`src/rtl/acc_coproc_port.sv`:
```
// -----------------------------------------------------------------------------
// acc_coproc_port
//   Decoupled coprocessor port between the CPU core and the model accelerator.
//   ACC instructions push (Rm,Rn) pairs into an operand queue. A small
//   sequencer (IDLE/SEND/WAIT) hands each pair to the model over valid/ready.
//   It then waits for the prediction and pushes it into a result queue, which
//   the CPU pops on demand. The core stalls only when a queue cannot serve the
//   request in the current cycle.
//
//   Ports
//     clk_i, rst_n              clock, async active-low reset
//     issue_i, rm_i, rn_i       CPU pushes an operand pair
//     get_i, pred_o             CPU pops a prediction (zero-extended)
//     stall_o                   freeze core this cycle (combinational)
//     m_valid_o/m_ready_i       operand handshake to model, m_rm_o/m_rn_o data
//     r_valid_i, r_data_i       prediction pulse from model
//     busy_o                    any queue nonempty or sequencer active
//     timeout_o                 sticky: a model request was aborted
//     op_count_o                operand queue occupancy
// -----------------------------------------------------------------------------

// Simple circular FIFO. Callers guard push/pop, so there are no overflow checks.
module acc_cp_fifo #(
    parameter int W     = 4,
    parameter int DEPTH = 4
) (
    input  logic                     clk_i,
    input  logic                     rst_n,
    input  logic                     push_i,
    input  logic                     pop_i,
    input  logic [W-1:0]             wdata_i,
    output logic [W-1:0]             rdata_o,
    output logic [$clog2(DEPTH):0]   count_o
);
    localparam int AW = $clog2(DEPTH);

    logic [DEPTH-1:0][W-1:0] mem_q;
    logic [AW-1:0]           wr_q, rd_q;
    logic [AW:0]             cnt_q;

    always_ff @(posedge clk_i or negedge rst_n) begin
        if (!rst_n) begin
            mem_q <= '0;
            wr_q  <= '0;
            rd_q  <= '0;
            cnt_q <= '0;
        end else begin
            if (push_i) begin
                mem_q[wr_q] <= wdata_i;
                wr_q        <= wr_q + 1'b1;   // DEPTH is a power of 2: natural wrap
            end
            if (pop_i)
                rd_q <= rd_q + 1'b1;
            case ({push_i, pop_i})
                2'b10:   cnt_q <= cnt_q + 1'b1;
                2'b01:   cnt_q <= cnt_q - 1'b1;
                default: cnt_q <= cnt_q;
            endcase
        end
    end

    assign rdata_o = mem_q[rd_q];
    assign count_o = cnt_q;
endmodule

module acc_coproc_port #(
    parameter int DATA_WIDTH = 16,
    parameter int PRED_WIDTH = 4,
    parameter int DEPTH      = 4,
    parameter int TIMEOUT    = 255
) (
    input  logic                      clk_i,
    input  logic                      rst_n,
    input  logic                      issue_i,
    input  logic [DATA_WIDTH-1:0]     rm_i,
    input  logic [DATA_WIDTH-1:0]     rn_i,
    input  logic                      get_i,
    output logic [DATA_WIDTH-1:0]     pred_o,
    output logic                      stall_o,
    output logic                      m_valid_o,
    input  logic                      m_ready_i,
    output logic [DATA_WIDTH-1:0]     m_rm_o,
    output logic [DATA_WIDTH-1:0]     m_rn_o,
    input  logic                      r_valid_i,
    input  logic [PRED_WIDTH-1:0]     r_data_i,
    output logic                      busy_o,
    output logic                      timeout_o,
    output logic [$clog2(DEPTH):0]    op_count_o
);
    localparam int CW = $clog2(DEPTH) + 1;
    localparam int TW = $clog2(TIMEOUT + 1);
    // Abort fires in the TIMEOUT-th WAIT cycle (timer counts 0..TIMEOUT-1).
    localparam logic [TW-1:0] T_LAST = TW'(TIMEOUT - 1);

    typedef enum logic [1:0] {S_IDLE, S_SEND, S_WAIT} state_e;

    state_e          state_q, state_d;
    logic [TW-1:0]   timer_q, timer_d;
    logic            timeout_q, timeout_d;

    logic                    op_push, op_pop, op_empty, op_full;
    logic [2*DATA_WIDTH-1:0] op_head;
    logic [CW-1:0]           op_cnt;

    logic                    res_push, res_pop, res_empty, res_full;
    logic [PRED_WIDTH-1:0]   res_head, res_wdata;
    logic [CW-1:0]           res_cnt;

    logic                    send;

    // ---------------- queues ----------------
    acc_cp_fifo #(.W(2*DATA_WIDTH), .DEPTH(DEPTH)) u_opq (
        .clk_i   (clk_i),
        .rst_n   (rst_n),
        .push_i  (op_push),
        .pop_i   (op_pop),
        .wdata_i ({rm_i, rn_i}),
        .rdata_o (op_head),
        .count_o (op_cnt)
    );

    acc_cp_fifo #(.W(PRED_WIDTH), .DEPTH(DEPTH)) u_resq (
        .clk_i   (clk_i),
        .rst_n   (rst_n),
        .push_i  (res_push),
        .pop_i   (res_pop),
        .wdata_i (res_wdata),
        .rdata_o (res_head),
        .count_o (res_cnt)
    );

    assign op_empty  = (op_cnt == '0);
    assign op_full   = (op_cnt == CW'(DEPTH));
    assign res_empty = (res_cnt == '0);
    assign res_full  = (res_cnt == CW'(DEPTH));

    // A full operand queue refuses the push even if the sequencer pops this cycle.
    assign op_push = issue_i & ~op_full;
    assign res_pop = get_i & ~res_empty;
    assign stall_o = (issue_i & op_full) | (get_i & res_empty);

    always_comb begin
        pred_o = '0;
        if (res_pop)
            pred_o[PRED_WIDTH-1:0] = res_head;
    end

    // ---------------- sequencer ----------------
    always_ff @(posedge clk_i or negedge rst_n) begin
        if (!rst_n) begin
            state_q   <= S_IDLE;
            timer_q   <= '0;
            timeout_q <= 1'b0;
        end else begin
            state_q   <= state_d;
            timer_q   <= timer_d;
            timeout_q <= timeout_d;
        end
    end

    always_comb begin
        state_d   = state_q;
        timer_d   = timer_q;
        timeout_d = timeout_q;
        op_pop    = 1'b0;
        res_push  = 1'b0;
        res_wdata = '0;
        send      = 1'b0;
        case (state_q)
            S_IDLE: begin
                // Only one pair is ever in flight, so a free result slot
                // now is still free when that pair's prediction returns.
                if (!op_empty && !res_full)
                    state_d = S_SEND;
            end
            S_SEND: begin
                send = 1'b1;
                if (m_ready_i) begin
                    op_pop  = 1'b1;
                    timer_d = '0;
                    state_d = S_WAIT;
                end
            end
            S_WAIT: begin
                if (r_valid_i) begin
                    res_push  = 1'b1;
                    res_wdata = r_data_i;
                    timer_d   = '0;
                    state_d   = S_IDLE;
                end else if (timer_q == T_LAST) begin
                    // Abort: a zero prediction keeps the result order aligned with issue order.
                    res_push  = 1'b1;
                    timeout_d = 1'b1;
                    timer_d   = '0;
                    state_d   = S_IDLE;
                end else begin
                    timer_d = timer_q + 1'b1;
                end
            end
            default: state_d = S_IDLE;
        endcase
    end

    assign m_valid_o  = send;
    assign m_rm_o     = send ? op_head[2*DATA_WIDTH-1:DATA_WIDTH] : '0;
    assign m_rn_o     = send ? op_head[DATA_WIDTH-1:0]            : '0;
    assign busy_o     = ~op_empty | ~res_empty | (state_q != S_IDLE);
    assign timeout_o  = timeout_q;
    assign op_count_o = op_cnt;
endmodule

```
`config.mk`:
```
export PLATFORM = sky130hd
export DESIGN_NAME = acc_coproc_port
export DESIGN_NICKNAME = d
export VERILOG_FILES = /design/src/rtl/acc_coproc_port.sv
export SDC_FILE = /design/constraint.sdc
export NUM_CORES = 1
export LEC_CHECK = 0
export ABC_AREA = 1
export BUFFER_PORTS_ARGS = -buffer_cell sky130_fd_sc_hd__clkbuf_2
export CAP_MARGIN = 20
export CORE_UTILIZATION = 30
export DETAILED_ROUTE_END_ITERATION = 16
export GPL_ROUTABILITY_DRIVEN = 0
export HOLD_SLACK_MARGIN = 0.08
export PLACE_DENSITY_LB_ADDON = 0.08
export SLEW_MARGIN = 0
export SYNTH_ARGS = -nofsm -noshare
export SYNTH_HDL_FRONTEND = slang
export SYNTH_SLANG_ARGS = --single-unit
```
`constraint.sdc`:
```
create_clock -name clk_i -period 5.2 [get_ports clk_i]
set_input_delay 0.52 -clock clk_i [delete_from_list [all_inputs] [get_ports clk_i]]
set_output_delay 0.52 -clock clk_i [all_outputs]
set_load 0.02 [all_outputs]
```
==> flow_summary.json <==
{
  "i_o_pin_count": 97,
  "nNetsFinal": 1115,
  "fin_crit_ps": 2650,
  "postRouteAntennaNets": 0,
  "crit_path_max_fanout": 19,
  "max_clock_freq_mhz": 377,
  "syn2layout_area_growth_pct": 14.1,
  "post_route_cells_drive_above_1_share": 0.133,
  "max_cap_viol_count": 0,
  "ys_warn_count": 0,
  "avgViaCountPerCell": 4.60,
  "run_status": "complete, no violations",
  "syn_area_um2": 8320,
  "initialDrtViolationCount": 369,
  "post-route-period-util": 0.510,
  "fin_setup_tns_ps": 0,
  "finalHoldViolCount": 0,
  "critical_path_arrival_ps": 2130,
  "vias_in_the_first_global_route": 6635,
  "async_reset_ff_frac": 1.00,
  "sequentialPowerShare": 0.356,
  "swShare": 0.442,
  "totalPowerFinal_uw": 6120,
  "clock_power_share": 0.212,
  "cts_tree": "done",
  "vdd.ir_drop.worst_mv": 0.361,
  "holdCritPathClass": "input port to async pin",
  "cts_max_path_buffers": 2,
  "routed_wl_um": 22300,
  "avgSynthCellArea_um2": 8.25,
  "core_area_um2": 27100,
  "grt_pass1_wl_um": 36500,
  "timing_worst_setup_path_type": "flop to output port",
  "power_density_nw_per_um2": 645,
  "portBuffers": 84,
  "finalSetupViolCount": 0,
  "post-cts-setup-buffer-count": 0,
  "main_combinational_cell_family_by_area_after_synthesis": "compound AO/OA/AOI/OAI gates",
  "power_report.internal_total_uw": 3410,
  "rows": 60,
  "timing.slew.headroom": 0.352,
  "timing_worst_slew_pin_value_ps": 970,
  "clock_sinks": 169,
  "start_util": 0.307,
  "layout_common_cells": "nand2_1, o21ai_0, dfrtp_1",
  "cts_max_level": 4,
  "final-max-slew-violation-count": 0,
  "synth-adder-area-share": 0.0229,
  "detailedPlacementHpwl_um": 13300,
  "wirelength_per_cell_um": 15.5,
  "clock_root_buffer": "clkbuf_16",
  "yosys_register_bits": 169,
  "timing.clock.skew_ps": 14.8,
  "synthCells": 1008,
  "power.static_leakage_uw": 0.00459,
  "firstDrtPassIters": 4,
  "layout.cells.most_common": "nand2_1",
  "dr_total_vias": 6642,
  "synth_sequential_area_ratio": 0.509,
  "fraction_of_the_mapped_netlist_area_in_compound_gates": 0.196,
  "cts_hold_buffers": 0,
  "grt_start_max_net_pins": 85,
  "critPathCaptureType": "output port",
  "post-route-util": 0.350,
  "start_kind": "flop",
  "unrepaired_setup_endpoints_after_global_routing": "false",
  "yosysUniqueCellTypes": 30,
  "worst_setup_hold_path_clk_slew_ps": 70,
  "fill_cells": 2900,
  "comb_power_share": 0.432,
  "synth.mux.area_fraction": 0,
  "fp.dieH_um": 168,
  "track_usage": 0.166,
  "required_ps": 4680,
  "antenna_found_initial": 1,
  "insertion_delay_to_the_later_sink_of_the_worst_skew_pair_ps": 430,
  "design.die.area_um2": 28400,
  "post_cts.resized_instances": 0,
  "tritoncts_buffers": 17,
  "synthSimpleGateAreaFrac": 0.161,
  "post_synth_xor_area_fraction": 0.0126,
  "postSynth.topFlopCell": "dfrtp_1",
  "drc": 0,
  "total_overflow_reported_by_the_global_router": 0,
  "net-switching-power_uw": 2710,
  "synth-edff-count": 0,
  "die_width_um": 168
}
## logic make-up (layout without fill, tap and decap cells)
logic type | after synthesis | after routing
simple gates | 320 | 320
fa+ha+maj | 14 | 14
xor+xnor | 12 | 12
buf+inv | 173 | 226
flops | 169 | 169
compound gates | 319 | 319
other cells | 1 | 13
## worst max-delay path, cell delays in order, from the launching register on
cell and delay (ps):
dfrtp_1 370, inv_1 450, buf_4 410, a21oi_1 100, o21ai_0 90, a21oi_1 90
clkbuf_2 180
## Yosys cell counts (5+ instances only)
library cell | count | area [um2]
a21oi_1 | 108 | 541
buf_2 | 23 | 115
buf_4 | 21 | 158
buf_6 | 5 | 56.3
clkbuf_1 | 21 | 78.8
dfrtp_1 | 169 | 4230
ha_1 | 12 | 150
inv_1 | 99 | 372
nand2_1 | 255 | 957
nand3_1 | 11 | 55.1
nand4_1 | 16 | 100
nor2_1 | 30 | 113
o21ai_0 | 188 | 941
o21ai_1 | 12 | 60.1
o21ai_2 | 8 | 70.1
xor2_1 | 10 | 87.6
## power groups by stage
stage                     clock, uW  combinational, uW  sequential, uW
after floorplan                   0               1960            2130
after global placement            0               2660            2200
after detailed placement          0               2670            2210
after CTS                      1340               2680            2180
after global routing           1390               3040            2260
final                          1300               2650            2180
## worst paths after layout
kind,end,slack [ps],cells past startpoint,from
setup / recovery,m_rm_o[12],2550,6,u_opq.rd_q[1]
hold reg to reg,u_opq.mem_q[18],470,2,u_opq.mem_q[18]
max in group asynchronous,u_opq.mem_q[53],3870,2,rst_n
hold / removal,u_opq.mem_q[106],160,1,rst_n
min in group clk_i,state_q[0],330,4,m_ready_i
setup reg to reg,u_resq.count_o[2],2820,13,timer_q[0]
## metrics by stage
| step | setup slack [ps] | hold slack (ps) | cells | instance area (um2) |
|---|---|---|---|---|
| 3_3_place_gp | 2710 | 454 | 1411 | 8870 |
| 6_report | 2550 | 157 | 1445 | 9480 |
| 4_1_cts | 2240 | 200 | 1443 | 9460 |
| 3_5_place_dp | 2710 | 454 | 1411 | 8870 |
| 5_1_grt | 2370 | 217 | 1444 | 9480 |
| 2_1_floorplan | 3040 | 224 | 1019 | 8360 |
## sequential cells by signal, indices dropped and copies added (netlist names)
name	cells
state_q	2
timeout_o	1
timer_q	8
u_opq.count_o	3
u_opq.mem_q	128
u_opq.rd_q	2
u_opq.wr_q	2
u_resq.count_o	3
u_resq.mem_q	16
u_resq.rd_q	2
u_resq.wr_q	2
## routing by layer
metal  GRT usage  up-vias  routed length (um)  part of all wire
li1            -     3357                   -                 -
met1       0.225     3167               10800              0.49
met2       0.275      104               10600              0.48
met3      0.0278       14                 658             0.029
met4      0.0455        0                 192            0.0086
met5           0        -                   0                 0
## area by class of cell
cell class	count	area, um2	share of cell area
multi-input combinational	677	3310	0.349
timing repair buffer	93	507	0.0534
antenna	1	2.50	0.000264
tap	372	465	0.0491
inverter	101	379	0.0400
sequential	169	4230	0.446
clock inverter	14	150	0.0158
clock buffer	18	439	0.0463
Power figures use the tool's default switching activity.
